===== src/rtl/imm_decode_stage.sv =====
// imm_decode_stage: RV32I/RV64I immediate decode feeding a registered valid/ready
// output with a 2-entry (main + skid) buffer, so in_ready never depends combinationally on out_ready.
module imm_decode_stage #(
    parameter int XLEN  = 64,
    parameter int TAG_W = 8
) (
    input  logic             clk,
    input  logic             rst_n,
    input  logic             flush,
    input  logic             in_valid,
    output logic             in_ready,
    input  logic [31:0]      in_instr,
    input  logic [TAG_W-1:0] in_tag,
    output logic             out_valid,
    input  logic             out_ready,
    output logic [XLEN-1:0]  out_imm,
    output logic [2:0]       out_fmt,
    output logic             out_illegal,
    output logic [TAG_W-1:0] out_tag,
    output logic [1:0]       occupancy
);
    localparam logic [2:0] F_NONE = 3'd0, F_I = 3'd1, F_S = 3'd2, F_B = 3'd3, F_U = 3'd4, F_J = 3'd5;

    typedef enum logic [1:0] {EMPTY = 2'd0, ONE = 2'd1, FULL = 2'd2} state_t;

    typedef struct packed {
        logic [XLEN-1:0]  imm;
        logic [2:0]       fmt;
        logic             ill;
        logic [TAG_W-1:0] tag;
    } entry_t;

    state_t          state_q, state_d;
    entry_t          main_q, main_d, skid_q, skid_d, dec;
    logic            in_ready_q, shift, acc, pop;
    logic [XLEN-1:0] imm_i, imm_s, imm_b, imm_u, imm_j, shamt;

    assign imm_i = XLEN'($signed(in_instr[31:20]));
    assign imm_s = XLEN'($signed({in_instr[31:25], in_instr[11:7]}));
    assign imm_b = XLEN'($signed({in_instr[31], in_instr[7], in_instr[30:25], in_instr[11:8], 1'b0}));
    assign imm_u = XLEN'($signed({in_instr[31:12], 12'b0}));
    assign imm_j = XLEN'($signed({in_instr[31], in_instr[19:12], in_instr[20], in_instr[30:21], 1'b0}));
    // funct3 001/101 are the shifts; funct6/funct7 above shamt must not leak into imm
    assign shift = in_instr[13:12] == 2'b01;
    assign shamt = XLEN == 64 ? XLEN'(in_instr[25:20]) : XLEN'(in_instr[24:20]);

    always_comb begin
        dec     = '0;
        dec.tag = in_tag;
        dec.ill = 1'b1;
        case (in_instr[6:0])
            7'b0000011, 7'b0001111, 7'b1100111, 7'b1110011: dec = '{imm_i, F_I, 1'b0, in_tag};
            7'b0010011: dec = '{shift ? shamt : imm_i, F_I, 1'b0, in_tag};
            7'b0011011: if (XLEN == 64) dec = '{shift ? XLEN'(in_instr[24:20]) : imm_i, F_I, 1'b0, in_tag};
            7'b0100011: dec = '{imm_s, F_S, 1'b0, in_tag};
            7'b1100011: dec = '{imm_b, F_B, 1'b0, in_tag};
            7'b0110111, 7'b0010111: dec = '{imm_u, F_U, 1'b0, in_tag};
            7'b1101111: dec = '{imm_j, F_J, 1'b0, in_tag};
            default: dec.fmt = F_NONE;
        endcase
    end

    assign acc = in_valid && in_ready_q;
    assign pop = out_valid && out_ready;

    always_comb begin
        state_d = state_q;
        main_d  = main_q;
        skid_d  = skid_q;
        if (flush) begin
            state_d = EMPTY;
        end else begin
            case (state_q)
                EMPTY: if (acc) begin
                    main_d  = dec;
                    state_d = ONE;
                end
                ONE: if (acc && pop) begin
                    main_d = dec;
                end else if (acc) begin
                    skid_d  = dec;
                    state_d = FULL;
                end else if (pop) begin
                    state_d = EMPTY;
                end
                FULL: if (pop) begin
                    main_d  = skid_q;
                    state_d = ONE;
                end
                default: state_d = EMPTY;
            endcase
        end
    end

    always_ff @(posedge clk) begin
        if (!rst_n) begin
            state_q    <= EMPTY;
            main_q     <= '0;
            skid_q     <= '0;
            in_ready_q <= 1'b0;
        end else begin
            state_q    <= state_d;
            main_q     <= main_d;
            skid_q     <= skid_d;
            in_ready_q <= state_d != FULL;
        end
    end

    assign in_ready    = in_ready_q;
    assign out_valid   = state_q != EMPTY;
    assign out_imm     = main_q.imm;
    assign out_fmt     = main_q.fmt;
    assign out_illegal = main_q.ill;
    assign out_tag     = main_q.tag;
    assign occupancy   = state_q;
endmodule


===== config.mk =====
export PLATFORM = sky130hd
export DESIGN_NAME = imm_decode_stage
export DESIGN_NICKNAME = d
export VERILOG_FILES = /design/src/rtl/imm_decode_stage.sv
export SDC_FILE = /design/constraint.sdc
export NUM_CORES = 1
export LEC_CHECK = 0
export ABC_AREA = 0
export CAP_MARGIN = 20
export CORE_UTILIZATION = 35
export DETAILED_ROUTE_END_ITERATION = 16
export MAX_ROUTING_LAYER = met4
export PLACE_DENSITY = 0.69
export SLEW_MARGIN = 0
export SYNTH_ARGS = -nofsm -noshare
export SYNTH_HDL_FRONTEND = slang
export SYNTH_SLANG_ARGS = --single-unit

===== constraint.sdc =====
create_clock -name clk -period 2.2 [get_ports clk]
set_input_delay 0.44 -clock clk [delete_from_list [all_inputs] [get_ports clk]]
set_output_delay 0.44 -clock clk [all_outputs]
set_load 0.01 [all_outputs]

==> metrics.yaml, run 1 <==
status: "finished, final reports clean"
p_per_area_nw_per_um2: 592.9
synth_edf_count: 0
clkTransAtPathRegs_ns: 0.06
grt_max_degree: 42
maxSlewHeadroom: 0.7049
drive_gt1_frac: 0.1309
cts_max_path_buffers: 2
path_delay_family: "compound AO/OA/AOI/OAI gates"
wl_microns: 13470
synth_area_sq_um: 4512
io_pins: 125
yosys_warnings: 0
wl_per_cell_microns: 15.81
cp_cell_sequence: "clkdlybuf4s50_1 -> or4b_4 -> a2bb2oi_2 -> a31o_4 -> buf_12 -> a21o_1 -> a21oi_1"
clockRootBuffer: "clkbuf_16"
seq_area_frac_synth: 0.4038
crit_path_end_kind: "flip-flop"
die_y_microns: 115.5
post_dp_cell_area_sq_um: 6080
arrival_ns: 2.40
antenna_found_initial: 0
final_nets: 722
async_flop_share: 0
drc: 0
maxSlewViolCount: 0
worst_pin_slew_ns: 0.4427
critPathSlowestCell: "or4b_4"
initial_core_util: 0.3575
synth_seq_cells: 91
grt_pass1_vias: 4384
clock-sinks: 91
dieArea_sq_um: 13350
dr.first_iter.drc_count: 313
maxCapViolCount: 0
worst-path-max-fanout: 12
num_antenna_cells: 0
hold_depth: 2
routed_via_density: 5.250
hp-start: "skid_q[2]$_SDFFE_PN0P_"
whs_ns: 0.4573
fin_setup_tns_ns: 0
setup_viol: 0
synth_cell_types: 59
insertion_delay_ns: 0.34
reg2reg_depth: 6
hp-class: "reg -> reg"
crit_required_ns: 2.47
ys.flop_type: "dfxtp_1"
reg2reg_from: "occupancy[0]$_SDFF_PN0_"
r2r-end: "out_imm[62]$_SDFFE_PN0P_"
whs_endpoint: "skid_q[2]$_SDFFE_PN0P_"
area_delta_synth_final_pct: 41.29
dr.pass1.iters: 5
fin_worst_skew_ns: 0.007025
stdcell_area_sq_um: 6375
p_leak_nw: 2.406
fin_crit_ns: 2.128
vias: 4473
cp_num_buf_inv: 2
grtUsageTotal: 0.2100
r2r_slack_ns: 0.45
synth_cells: 560
htree_levels: 3
cts_tree: "done"
post-route-period-util: 0.9674
rows: 41
cpPeakStageDelay_ns: 0.54
path_class: "in -> reg"
start_kind: "input pin"
dp_hpwl_microns: 9390
grt_pass1_wl_microns: 21260
p_total_w: 0.003779
finalWeightedCongestion: 0.8456
fmaxAchievable_mhz: 469.9
antenna_left: 0
cts_buffers: 9
synth_fp_nets: 605
die-width_microns: 115.5
hold_viol: 0
cts_hold_buf: 0
core_area_sq_um: 12620
port_buffers: 124
grt_setup_unrepaired: "true"
syn_avg_cell_area_sq_um: 8.057
final_core_util: 0.5052
grt.overflow.total: 0
peakVddDrop_uv: 333.0
==> worst max path at each step <==
stage          slack, ns        start                  endpoint  depth (start not counted)
2_1_floorplan       0.02  in_instr[6]  out_imm[24]$_SDFFE_PN0P_                          7
3_3_place_gp       -0.28  in_instr[5]   out_fmt[0]$_SDFFE_PN0P_                          9
3_5_place_dp       -0.33  in_instr[2]  out_imm[27]$_SDFFE_PN0P_                          7
4_1_cts            0.001  in_instr[2]  out_imm[27]$_SDFFE_PN0P_                          7
5_1_grt            -0.02  in_instr[3]  out_imm[24]$_SDFFE_PN0P_                          6
6_report            0.07  in_instr[6]  out_imm[27]$_SDFFE_PN0P_                          7
==> layout make-up <==
type | instances | area (sq um)
Fill cell | 1229 | 6245
Multi-Input combinational cell | 387 | 2263
Sequential cell | 91 | 1822
Timing Repair Buffer | 186 | 1784
Clock buffer | 11 | 242.7
Tap cell | 172 | 215.2
Clock inverter | 3 | 40.04
Inverter | 2 | 7.507
==> through the flow <==
stage	setup WS (ns)	cells
2_1_floorplan	0.02186	560
3_3_place_gp	-0.2760	838
3_5_place_dp	-0.3347	838
4_1_cts	0.001212	852
5_1_grt	-0.02351	852
6_report	0.07167	852
==> kinds of logic (layout without fill, tap and decap cells) <==
logic type | count (synthesis) | count (layout) | share of synthesized area
buf+inv | 82 | 202 | 0.1009
mux | 10 | 10 | 0.02219
simple gates | 171 | 171 | 0.1880
xor+xnor | 2 | 2 | 0.003883
compound gates | 204 | 204 | 0.2812
flops | 91 | 91 | 0.4038
==> cells in the mapped netlist (all sizes together) (3+ instances only) <==
master	number	area, sq um
dfxtp	91	1822
a21oi	72	360.4
nand2	62	232.7
o21ai	51	255.2
buf	43	309.0
nor2	41	153.9
clkbuf	37	138.9
and2	18	112.6
a311oi	10	87.58
a31oi	10	68.81
mux2i	10	100.1
o21bai	9	67.56
a21o	8	60.06
nand2b	7	43.79
nor3	7	35.03
a22oi	6	45.04
o22ai	6	37.54
a221oi	5	43.79
a32oi	5	43.79
and3b	4	35.03
nand3	4	20.02
nor2b	4	25.02
nor4	4	31.28
a211oi	3	22.52
a2bb2oi	3	32.53
and3	3	18.77
or2	3	18.77
or3	3	18.77
==> cells in the final DEF (no fill, tap or decap), drive strengths merged, types with 4 or more instances in the layout <==
cell type	instances
nor2	41
dfxtp	91
buf	62
a32oi	5
a21oi	72
o22ai	6
a311oi	10
nand2b	7
a221oi	5
nand3	4
and3b	4
and2	18
a21o	8
nor2b	4
o21ai	51
a22oi	6
nor4	4
nand2	62
mux2i	10
clkdlybuf4s50	123
a31oi	10
clkbuf	11
o21bai	9
nor3	7
==> flip-flops by register name (all words and copies together) (netlist names) <==
signal and cells:
occupancy 2, skid_q 44, out_fmt 3, out_illegal 1, out_tag 8, out_imm 32
in_ready 1
==> layer usage <==
metal	track usage	part of all wire	up-vias
met5	-	0	-
met4	0.05887	0.0093	0
met3	0.03975	0.047	13
met2	0.3593	0.49	138
met1	0.2507	0.45	2125
li1	-	-	2197
==> worst reg2reg max path, cell delays in order, from the launching register on <==
cell	delay, ns
dfxtp_1	0.35
nand2b_1	0.10
or3b_4	0.42
a21oi_4	0.17
buf_12	0.18
nor2_1	0.05
a2111oi_0	0.36
==> repair_timing <==
| item | 4_1_cts | 5_1_grt |
|---|---|---|
| endpoints found under the setup margin | 0 | 19 |
| setup buffers | 0 | 0 |
| gates resized for setup | 0 | 4 |
==> power breakdown <==
part	leakage, nW	total, W	switching (W)	internal [W]
combinational	1.53	0.000566	0.000260	0.000306
clock	0.141	0.00150	0.000606	0.000895
sequential	0.738	0.00171	0.0000244	0.00169
Power figures use the tool's default switching activity.
==> run 2: changes to the inputs <==
--- a/config.mk
+++ b/config.mk
@@ -7,10 +7,12 @@
 export LEC_CHECK = 0
 export ABC_AREA = 0
 export CAP_MARGIN = 20
-export CORE_UTILIZATION = 35
+export CORE_MARGIN = 3
+export CORE_UTILIZATION = 44
+export CTS_BUF_LIST = sky130_fd_sc_hd__clkbuf_4 sky130_fd_sc_hd__clkbuf_8 sky130_fd_sc_hd__clkbuf_16
 export DETAILED_ROUTE_END_ITERATION = 16
 export MAX_ROUTING_LAYER = met4
-export PLACE_DENSITY = 0.69
+export PLACE_DENSITY = 0.82
 export SLEW_MARGIN = 0
 export SYNTH_ARGS = -nofsm -noshare
 export SYNTH_HDL_FRONTEND = slang
==> run 2 against run 1 <==
Sequential cell count unchanged. Register-to-register slack worse by 0.14 ns. Sequential share of layout area is 0.17 points higher. Non-clock buffer count shrank 2. Utilization grew 14 points. Clock skew up 0.0024 ns. Sequential power about the same. Die area is 14% lower. Clock-buffer cell count unchanged. Largest cell class unchanged. Largest power group unchanged.
==> metrics.yaml, run 2 (synthesis gave the netlist of run 1 again) <==
status: "finished, final reports clean"
reg2reg_from: "occupancy[0]$_SDFF_PN0_"
rows: 36  # -12%
hp-class: "reg -> reg"
largest_reg_flops: 44  # unchanged
dp_hpwl_microns: 9179  # -2.2%
dr.pass1.iters: 5  # unchanged
antenna_left: 0  # unchanged
final_nets: 720  # -0.28%
p_per_area_nw_per_um2: 572.7  # -3.4%
path_class: "in -> reg"
grt_pass1_vias: 4422  # +0.87%
crit_path_start: "in_instr[6]"
fillers: 740  # -40%
crit_required_ns: 2.47  # about the same
final_cell_count_no_fill: 812  # -4.7%
insertion_delay_ns: 0.35  # about the same
p_total_w: 0.003629  # -4.0%
crit_end: "out_imm[28]$_SDFFE_PN0P_"
fin_worst_skew_ns: 0.009469  # +0.002444 ns
stdcell_area_sq_um: 6337  # -0.59%
finalWeightedCongestion: 0.8551  # +1.1%
post-route-period-util: 0.9993  # +0.03184
drive_gt1_frac: 0.1370  # +0.006084
clkTransAtPathRegs_ns: 0.08  # +0.02 ns
layout_common_cells: "clkdlybuf4s50_1 (122), dfxtp_1 (91), a21oi_1 (70)"
hold_viol: 0  # unchanged
initial_core_util: 0.4574  # +0.09986
p_leak_nw: 2.401  # -0.19%
setup_viol: 0  # unchanged
grt_max_degree: 48  # +14%
io_pins: 125  # unchanged
start_kind: "input pin"
preCtsSetupSlack_ns: -0.3923  # -0.05760 ns
maxCapViolCount: 0  # unchanged
seq_area_sq_um: 1822  # unchanged
maxSlewHeadroom: 0.7082  # +0.003349
place_inst: 795  # -5.1%
cts_max_path_buffers: 2  # unchanged
regMostFlops: "skid_q"
post_dp_cell_area_sq_um: 5988  # -1.5%
htree_levels: 3  # unchanged
cts_buffers: 9  # unchanged
core_area_sq_um: 9864  # -22%
routed_via_density: 5.693  # +8.4%
worst_pin_slew_ns: 0.4376  # -0.005023 ns
cts_hold_buf: 0  # unchanged
arrival_ns: 2.47  # +0.07 ns
dr.first_iter.drc_count: 295  # -5.8%
crit_path_end_kind: "flip-flop"
multi_input_area_sq_um: 2302  # +1.7%
grt_setup_unrepaired: "true"
maxSlewViolCount: 0  # unchanged
fin_crit_ns: 2.198  # +0.07005 ns
cts_tree: "done"
grt.overflow.total: 0  # unchanged
worst-path-max-fanout: 13  # +1
setup_slack_ns: 0.001618  # -0.07005 ns
wl_per_cell_microns: 16.16  # +2.2%
clockRootBuffer: "clkbuf_8"
r2r_slack_ns: 0.31  # -0.14 ns
dieArea_sq_um: 11500  # -14%
wl_microns: 13120  # -2.6%
port_buffers: 124  # unchanged
fmaxAchievable_mhz: 454.9  # -3.2%
r2r-end: "out_imm[28]$_SDFFE_PN0P_"
die_y_microns: 107.3  # -7.2%
num_antenna_cells: 0  # unchanged
reg2reg_depth: 6  # unchanged
vias: 4623  # +3.4%
grtUsageTotal: 0.2330  # +0.02305
clock-sinks: 91  # unchanged
peakVddDrop_uv: 397.0  # +19%
drc: 0  # unchanged
layout_commonest_cell: "clkdlybuf4s50_1"
area_delta_synth_final_pct: 40.46
antenna_found_initial: 0  # unchanged
grt_pass1_wl_microns: 21310  # +0.26%
die-width_microns: 107.3  # -7.2%
run 2: cell types whose count changed in the layout (fill, tap and decap cells not counted), moves of 2 or more:
| cell | before | now |
|---|---|---|
| clkinv_2 | 2 | 0 |
| bufinv_16 | 1 | 3 |
| buf_4 | 56 | 50 |
| clkbuf_16 | 9 | 1 |
| clkbuf_8 | 1 | 10 |
| buf_6 | 0 | 3 |
run 2: worst min-delay path by stage:
| stage | start | end | depth (start not counted) |
|---|---|---|---|
| finish | skid_q[7]$_SDFFE_PN0P_ | skid_q[7]$_SDFFE_PN0P_ | 2 |
| global route | skid_q[7]$_SDFFE_PN0P_ | skid_q[7]$_SDFFE_PN0P_ | 2 |
| CTS | skid_q[7]$_SDFFE_PN0P_ | skid_q[7]$_SDFFE_PN0P_ | 2 |
| detailed placement | skid_q[7]$_SDFFE_PN0P_ | skid_q[7]$_SDFFE_PN0P_ | 2 |
| global placement | skid_q[9]$_SDFFE_PN0P_ | skid_q[9]$_SDFFE_PN0P_ | 2 |
| floorplan | skid_q[9]$_SDFFE_PN0P_ | skid_q[9]$_SDFFE_PN0P_ | 2 |
run 2: timing repair:
| item | 4_1_cts | 5_1_grt |
|---|---|---|
| endpoints found under the setup margin | 2 | 35 |
| hold endpoints to repair | 0 | 0 |
| gates cloned | 0 | 1 |
| resized for setup | 3 | 13 |
| setup buffers | 0 | 1 |
| pin swaps | 1 | 2 |
run 2: final cells by class:
cell class,instances,area share
tap,133,0.02626
clock buffer,11,0.02290
clock inverter,4,0.01560
sequential,91,0.2875
inverter,2,0.001185
multi-input combinational,387,0.3633
timing repair buffer,184,0.2833
run 2: stage by stage:
stage | TNS [ns] | hold slack, ns | util
floorplan | 0 | 0.4320 | -
global placement | -12.18 | 0.4397 | 0.6071
detailed placement | -16.80 | 0.4468 | 0.6071
CTS | 0 | 0.4587 | 0.6334
global route | -0.01440 | 0.4732 | 0.6424
finish | 0 | 0.4562 | 0.6424
run 2: critical path, cell delays in order:
cell and delay, ns:
clkdlybuf4s50_1 0.46, or4_4 0.50, a31o_4 0.27, a31o_4 0.28, buf_12 0.15, a21o_1 0.18
a21oi_2 0.18
run 2: power by group:
group | internal, W | switching (W)
clock network | 0.000795 | 0.000554
logic | 0.000309 | 0.000262
registers | 0.00169 | 0.0000239
run 2: per-layer routing:
| metal | vias up | share of wire | global-route usage | wire length (microns) |
|---|---|---|---|---|
| met2 | 201 | 0.49 | 0.3811 | 6463 |
| met3 | 23 | 0.070 | 0.05519 | 922 |
| met4 | 0 | 0.018 | 0.08767 | 233 |
| met1 | 2199 | 0.42 | 0.2797 | 5501 |
| li1 | 2200 | - | - | - |
| met5 | - | 0 | - | 0 |
